<file path="src/rtl/multi_counter.sv">
// multi_counter: bank of NUM_CH independent event counters.
// Each channel supports clear, load (clamped to MAX_VAL), and increment/decrement
// steps. At the boundaries a channel either wraps or saturates, depending on SATURATE.
// A boundary step produces a one-cycle event pulse and sets a sticky overflow flag.
// Optional feature: define MULTI_COUNTER_SNAPSHOT_EN to add snap_in/snap_out.
// snap_out is a coherent capture of every channel's pre-update count.
module multi_counter #(
    parameter int                WIDTH    = 32,
    parameter int                NUM_CH   = 4,
    parameter logic [WIDTH-1:0]  MAX_VAL  = {WIDTH{1'b1}},
    parameter int                SATURATE = 0
) (
    input  logic                      clk,
    input  logic                      rst_n,
    input  logic [NUM_CH-1:0]         clr_in,
    input  logic [NUM_CH-1:0]         load_in,
    input  logic [NUM_CH*WIDTH-1:0]   load_val_in,
    input  logic [NUM_CH-1:0]         incr_in,
    input  logic [NUM_CH-1:0]         decr_in,
    input  logic [NUM_CH-1:0]         ovf_clr_in,
    output logic [NUM_CH*WIDTH-1:0]   count_out,
    output logic [NUM_CH-1:0]         event_out,
    output logic [NUM_CH-1:0]         ovf_out
`ifdef MULTI_COUNTER_SNAPSHOT_EN
    ,
    input  logic                      snap_in,
    output logic [NUM_CH*WIDTH-1:0]   snap_out
`endif
);

    // Clamp a load value into the legal count range 0..MAX_VAL.
    function automatic logic [WIDTH-1:0] clamp_load(input logic [WIDTH-1:0] v);
        return (v > MAX_VAL) ? MAX_VAL : v;
    endfunction

    // Value taken by an increment at MAX_VAL.
    function automatic logic [WIDTH-1:0] upper_next();
        return (SATURATE != 0) ? MAX_VAL : '0;
    endfunction

    // Value taken by a decrement at zero.
    function automatic logic [WIDTH-1:0] lower_next();
        return (SATURATE != 0) ? '0 : MAX_VAL;
    endfunction

    logic [NUM_CH-1:0][WIDTH-1:0] load_val;
    logic [NUM_CH-1:0][WIDTH-1:0] cnt_p0;
    logic [NUM_CH-1:0][WIDTH-1:0] cnt_nxt;
    logic [NUM_CH-1:0]            evt_p0;
    logic [NUM_CH-1:0]            evt_nxt;
    logic [NUM_CH-1:0]            ovf_p0;
    logic [NUM_CH-1:0]            ovf_nxt;

    assign load_val  = load_val_in;
    assign count_out = cnt_p0;
    assign event_out = evt_p0;
    assign ovf_out   = ovf_p0;

    // Per-channel next-state: clear beats load, load beats a step; boundary steps flag events.
    always_comb begin
        cnt_nxt = cnt_p0;
        evt_nxt = '0;
        ovf_nxt = ovf_p0;
        for (int i = 0; i < NUM_CH; i++) begin
            if (clr_in[i]) begin
                cnt_nxt[i] = '0;
            end else if (load_in[i]) begin
                cnt_nxt[i] = clamp_load(load_val[i]);
            end else if (incr_in[i] && !decr_in[i]) begin
                if (cnt_p0[i] == MAX_VAL) begin
                    evt_nxt[i] = 1'b1;
                    cnt_nxt[i] = upper_next();
                end else begin
                    cnt_nxt[i] = cnt_p0[i] + 1'b1;
                end
            end else if (decr_in[i] && !incr_in[i]) begin
                if (cnt_p0[i] == '0) begin
                    evt_nxt[i] = 1'b1;
                    cnt_nxt[i] = lower_next();
                end else begin
                    cnt_nxt[i] = cnt_p0[i] - 1'b1;
                end
            end
            // A new boundary event wins over a same-edge flag clear.
            ovf_nxt[i] = evt_nxt[i] | (ovf_p0[i] & ~ovf_clr_in[i]);
        end
    end

    // ---- stage p0: registered counts, event pulses and sticky flags ----
    // State registers; every output returns to zero as soon as reset is asserted.
    always_ff @(posedge clk or negedge rst_n) begin
        if (!rst_n) begin
            cnt_p0 <= '0;
            evt_p0 <= '0;
            ovf_p0 <= '0;
        end else begin
            cnt_p0 <= cnt_nxt;
            evt_p0 <= evt_nxt;
            ovf_p0 <= ovf_nxt;
        end
    end

`ifdef MULTI_COUNTER_SNAPSHOT_EN
    // Coherent capture of all channels' counts as they stood before this edge.
    always_ff @(posedge clk or negedge rst_n) begin
        if (!rst_n) begin
            snap_out <= '0;
        end else if (snap_in) begin
            snap_out <= cnt_p0;
        end
    end
`else
    // No snapshot state in this build.
`endif

endmodule

</file>
<file path="config.mk">
export PLATFORM = sky130hd
export DESIGN_NAME = multi_counter
export DESIGN_NICKNAME = d
export VERILOG_FILES = /design/src/rtl/multi_counter.sv
export SDC_FILE = /design/constraint.sdc
export NUM_CORES = 1
export LEC_CHECK = 0
export CAP_MARGIN = 20
export CORE_MARGIN = 3
export CORE_UTILIZATION = 48
export DETAILED_ROUTE_END_ITERATION = 12
export PLACE_DENSITY = 0.79
export SLEW_MARGIN = 20
export SYNTH_ARGS = -nofsm -noshare
export SYNTH_HDL_FRONTEND = slang
export SYNTH_SLANG_ARGS = --single-unit
</file>
<file path="constraint.sdc">
create_clock -name clk -period 2.77 [get_ports clk]
set_clock_uncertainty 0.1 [all_clocks]
set_input_delay 0.277 -clock clk [delete_from_list [all_inputs] [get_ports clk]]
set_output_delay 0.277 -clock clk [all_outputs]
set_load 0.02 [all_outputs]
</file>
==> results of run 1 <==
## cell type report
type                       count  area, um^2  area share (%)
clock buffer                  19         443            2.39
multi-input combinational   1350        8900            48.1
tap                          335         419            2.26
timing repair buffer         556        4960            26.8
clock inverter                13         123           0.662
inverter                      65         244            1.32
sequential                   136        3420            18.5
## worst reg2reg max path, cell delays in order (launching register included)
cell and delay, ns:
dfrtp_2 0.40, or4_4 0.54, or4_4 0.56, o41a_1 0.49, buf_6 0.20, a21o_1 0.17
a22o_1 0.20, o21ai_1 0.10
## logic make-up after synthesis
| kind of cell | after synthesis | synth area share (%) |
|---|---|---|
| AOI/OAI and AO/OA | 542 | 29.5 |
| adders and majority gates | 20 | 1.92 |
| xor gates and xnor gates | 70 | 4.71 |
| DFF | 136 | 26.2 |
| buffers and inverters | 245 | 7.36 |
| muxes | 22 | 1.78 |
| and+or+nand+nor | 696 | 28.5 |
## worst paths after layout
kind | startpoint | end | slack [ns] | depth (start not counted)
worst max-delay path | count_out[74] | count_out[73] | -0.05 | 7
worst min-delay path | load_val_in[46] | count_out[46] | 0.29 | 3
worst max register to register | count_out[74] | count_out[73] | -0.05 | 7
worst min register to register | ovf_out[2] | ovf_out[2] | 0.38 | 1
max in group asynchronous | rst_n | count_out[48] | 1.41 | 3
min in group asynchronous | rst_n | count_out[3] | 0.30 | 2
## state kept, by name, summed over array words and instances (netlist names)
register and count:
count_out 128, event_out 4, ovf_out 4
## cell usage in the layout (no fill, tap or decap), drive strengths merged, types with 25 or more instances in the layout
cell type,instances
nor2,116
a221o,27
o21ai,107
and3,32
nor3,77
buf,271
nand2,126
nand4,61
nand3,78
nor4,59
a221oi,30
or4,25
inv,66
clkdlybuf4s50,284
xnor2,47
dfrtp,136
a22oi,52
or3,37
a21oi,95
## per-stage QoR
stage | total power (uW) | TNS (ns)
finish | 7960 | -0.0788
global route | 8250 | -0.640
CTS | 7820 | -0.0792
detailed placement | 5510 | -0.219
global placement | 5470 | -0.0131
floorplan | 4040 | -1.37
## routing by layer
layer | vias up | global-route usage, % | part of all wire [%] | routed length [um]
li1 | 7426 | - | - | -
met5 | - | 0 | 0.056 | 31
met3 | 184 | 5.98 | 11 | 5990
met4 | 4 | 14.1 | 3.6 | 2000
met1 | 7790 | 50.0 | 40 | 22200
met2 | 1155 | 56.5 | 45 | 24800
## power breakdown
part,total [uW],internal (uW),switching [uW]
sequential,2350,2150,202
combinational,3310,1480,1820
clock,2300,1270,1030
total,7960,4900,3060
## timing repair
item                                   4_1_cts  5_1_grt
setup endpoints to repair                   14       56
endpoints found under the hold margin       70        0
resized for setup                            3       41
pin swaps                                    2       12
setup buffers                                1       10
hold buffers                                 1        0
==> flow_summary.yaml, run 1 <==
detailed_routing:
  viasPerCell: 6.69
  postRouteAntennaNets: 0
  routed_wl_um: 55100
  routedWlPerCell_um: 22.3
  num_vias: 16600
  drc: 0
  drtPass1Iterations: 8
  drt-initial-drc-count: 2456
floorplanning:
  design.portCount: 286
  core-area_um2: 26400
  dieArea_um2: 29100
  num_rows: 59
  start_util_pct: 49.3
  dieWidth_um: 171
  die_h_um: 171
finish:
  area_delta_synth_final_pct: 42.4
  n_antenna_cell: 0
  drive_above_1_share_pct: 18.9
  fillers: 2180
  fin_nets: 2296
  fin_util_pct: 70.3
  design_area_um2: 18500
  fin_cells: 2474
clock_tree:
  cts_root_buf: "clkbuf_16"
  cts_sinks: 136
  cts_tree: "done"
  h-tree-depth: 4
  clk_latency_ns: 0.44
  cts_made_buffers: 17
  cts_buffer_depth: 2
  path_clk_slew_ns: 0.07
setup_path:
  slowest_stage: "or4_4"
  cp_common_cell: "or4_4"
  cp_max_fo: 6
  critical-path-top-delay-family: "simple AND/OR/NAND/NOR gates"
  critPathCaptureType: "register"
  worst-path-buf-inv: 1
  cp_slowest_stage_delay_ns: 0.56
  critical_path_arrival_ns: 3.08
  start_kind: "register"
  worstPathRequired_ns: 3.03
  crit_chain: "or4_4 > or4_4 > o41a_1 > buf_6 > a21o_1 > a22o_1 > o21ai_1"
  critPathKind: "reg2reg"
place:
  io_buffers: 285
  dp.final_hpwl_um: 40900
  dp.cells: 2430
  placed_area_um2: 17700
  gp_congestion: 1.01
  dpl_worst_slack_ns: -0.0714
synth:
  synth_cell_types: 85
  syn_area_um2: 13000
  synthCells: 1731
  netlist.top_cell.by_area: "dfrtp_1"
  synthFlopType: "dfrtp_1"
  syn_area_per_cell_um2: 7.51
  synth_most_common_cell: "clkbuf_1"
  ys_async_sr_fraction_pct: 100
  synth_edf_count: 0
  synth_top_area_share_pct: 26.2
  ys_warn_count: 0
  ys_seq_elements: 136
  seq_area_frac_synth_pct: 26.2
  synth_area_leaders: "dfrtp_1 (26%), clkbuf_1 (4.6%), a21oi_1 (3.7%), nand2_1 (3.6%), nor2_1 (3.3%)"
  syn-num-nets: 1901
  ys_top_cells_by_count: "clkbuf_1 (161), dfrtp_1 (136), nand2_1 (126)"
global_routing:
  grtUsageTotal_pct: 36.1
  antenna_found_initial: 2
  grt_pass1_wl_um: 85200
  grt_pass1_vias: 15800
  overflow: 0
  grt_max_degree: 74
power_and_ir_drop:
  leakagePower_uw: 0.00740
  ir_drop_mv: 0.279
  powerDensity_nw_per_um2: 430
timing:
  rsz0062_at_grt: "yes"
  max_freq_ghz: 0.355
  setup_viol_count_final: 4
  hold_violations: 0
  whs_ns: 0.285
  fin_crit_sh_pct: 102
  fin_ws_ns: -0.0490
  max_slew.worst_pin.slew_ns: 0.826
  timing.slew.headroom_pct: 45.0
  drv_slew: 0
  finalCriticalPeriod_ns: 2.82
flow_run:
  drv_cap: 0
min_path:
  min_path_type: "in2reg"
outcome:
  violations: "negative setup slack"
  status: "finished, violations left"
(Power assumes the default switching activity.)
==> run 2, diff against run 1 <==
--- a/config.mk
+++ b/config.mk
@@ -9,6 +9,7 @@
 export CORE_MARGIN = 3
 export CORE_UTILIZATION = 48
 export DETAILED_ROUTE_END_ITERATION = 12
+export GPL_TIMING_DRIVEN = 0
 export PLACE_DENSITY = 0.79
 export SLEW_MARGIN = 20
 export SYNTH_ARGS = -nofsm -noshare
==> run 2 against run 1 <==
The flow still finishes with violations (negative setup slack). Power grew 5.8%. Worst hold slack worse by 0.15 ns. Non-clock buffer count unchanged. Cell count unchanged. Utilization up 2.1 points. Fmax is 7.1% lower. Die area stayed put. Largest power group unchanged.
==> flow_summary.yaml, run 2 (synthesis results as in run 1) <==
finish:
  fin_cells: 2474
  n_antenna_cell: 0
  multi_input_area_um2: 9640
  area_delta_synth_final_pct: 46.6
  fillers: 2113
  register_area_um2: 3450
  fin_nets: 2296
  layout.cells.most_common_list: "clkdlybuf4s50_1 (282), nand2_1 (124), nor2_1 (112)"
  drive_above_1_share_pct: 19.7
  largest_register_ffs: 128
  fin_util_pct: 72.3
  layout_commonest_cell: "clkdlybuf4s50_1"
floorplanning:
  design.portCount: 286
  die_h_um: 171
  dieWidth_um: 171
  core-area_um2: 26400
  num_rows: 59
  start_util_pct: 49.3
  dieArea_um2: 29100
setup_path:
  crit_chain: "buf_6 > or4_4 > or3_1 > buf_6 > o41a_1 > buf_6 > a221o_1 > a221oi_2"
  cp_slowest_stage_delay_ns: 0.50
  critPathKind: "reg2reg"
  critPathCaptureType: "register"
  critical_path_arrival_ns: 3.29
  start_kind: "register"
  cp_common_cell: "buf_6"
  worstPathRequired_ns: 3.03
  slowest_stage: "or4_4"
  cp_max_fo: 6
detailed_routing:
  routed_wl_um: 61000
  drc: 0
  drt-initial-drc-count: 2679
  postRouteAntennaNets: 0
  drtPass1Iterations: 6
  routedWlPerCell_um: 24.7
  num_vias: 17200
  viasPerCell: 6.97
clock_tree:
  cts_tree: "done"
  cts_made_buffers: 17
  path_clk_slew_ns: 0.07
  h-tree-depth: 4
  cts_root_buf: "clkbuf_16"
  cts_buffer_depth: 2
  clk_latency_ns: 0.45
  cts_sinks: 136
place:
  io_buffers: 283
  gp_congestion: 0.989
  dpl_worst_slack_ns: -0.960
  dp.cells: 2351
  dp.final_hpwl_um: 41700
timing:
  max_freq_ghz: 0.330
  max_slew.worst_pin.slew_ns: 1.08
  whs_ns: 0.130
  hold_violations: 0
  timing.slew.headroom_pct: 28.3
  fin_ws_ns: -0.264
  drv_slew: 0
  finalCriticalPeriod_ns: 3.03
  fin_crit_sh_pct: 110
  setup_viol_count_final: 47
  rsz0062_at_grt: "yes"
global_routing:
  antenna_found_initial: 0
  grt_pass1_vias: 16200
  grt_pass1_wl_um: 90500
  grtUsageTotal_pct: 39.2
  grt_max_degree: 74
  overflow: 0
power_and_ir_drop:
  ir_drop_mv: 0.446
  powerDensity_nw_per_um2: 442
  leakagePower_uw: 0.00732
min_path:
  min_path_type: "in2reg"
outcome:
  violations: "negative setup slack"
  status: "finished, violations left"
flow_run:
  drv_cap: 0
run 2: layout make-up:
type                    count  area share (%)
multi-input cells        1350            50.6
clock inverters            13            1.01
well taps                 335            2.20
inverters                  65            1.32
repair buffers            414            20.7
flip-flops and latches    136            18.1
plain buffers             142            3.80
clock buffers              19            2.27
run 2: metal layers:
metal	routed length, um	GRT usage [%]
met5	0	0
met2	26800	60.0
met1	23100	50.3
met3	7580	11.0
met4	3560	20.9
run 2: final timing paths:
check | from | end | slack, ns | depth (start not counted)
hold reg to reg | ovf_out[1] | ovf_out[1] | 0.38 | 1
setup / recovery | count_out[87] | count_out[80] | -0.26 | 8
hold / removal | clr_in[1] | count_out[42] | 0.13 | 2
setup reg to reg | count_out[87] | count_out[80] | -0.26 | 8
min in group asynchronous | rst_n | count_out[2] | 0.26 | 2
max in group asynchronous | rst_n | count_out[101] | 1.51 | 3
run 2: worst max-delay path: cells and delay by family (launching register included):
kind	cells	cell delay, ns
buf+inv	3	0.44
simple gates	2	0.87
flops	1	0.39
compound gates	3	1.14
run 2: power by group:
group          switching (uW)  internal (uW)  total (uW)
registers                 339           2150        2490
clock network            1050           1520        2570
logic                    1880           1470        3360
total                    3270           5150        8420
run 2: repair_timing:
| item | CTS | global route |
|---|---|---|
| endpoints found under the setup margin | 130 | 132 |
| hold buffers | 1 | 0 |
| pin swaps | 54 | 84 |
| resized for setup | 131 | 185 |
| setup buffers | 69 | 56 |
| cloned | 2 | 2 |
| hold endpoints to repair | 63 | 0 |
run 2: stage by stage:
stage          TNS (ns)  total power, uW  area (um^2)
3_5_place_dp     -56.14             5230        16500
2_1_floorplan     -1.37             4040        13200
5_1_grt           -6.39             8710        19100
3_3_place_gp    -674.21             5200        16400
4_1_cts           -6.19             8020        18100
6_report          -3.63             8420        19100
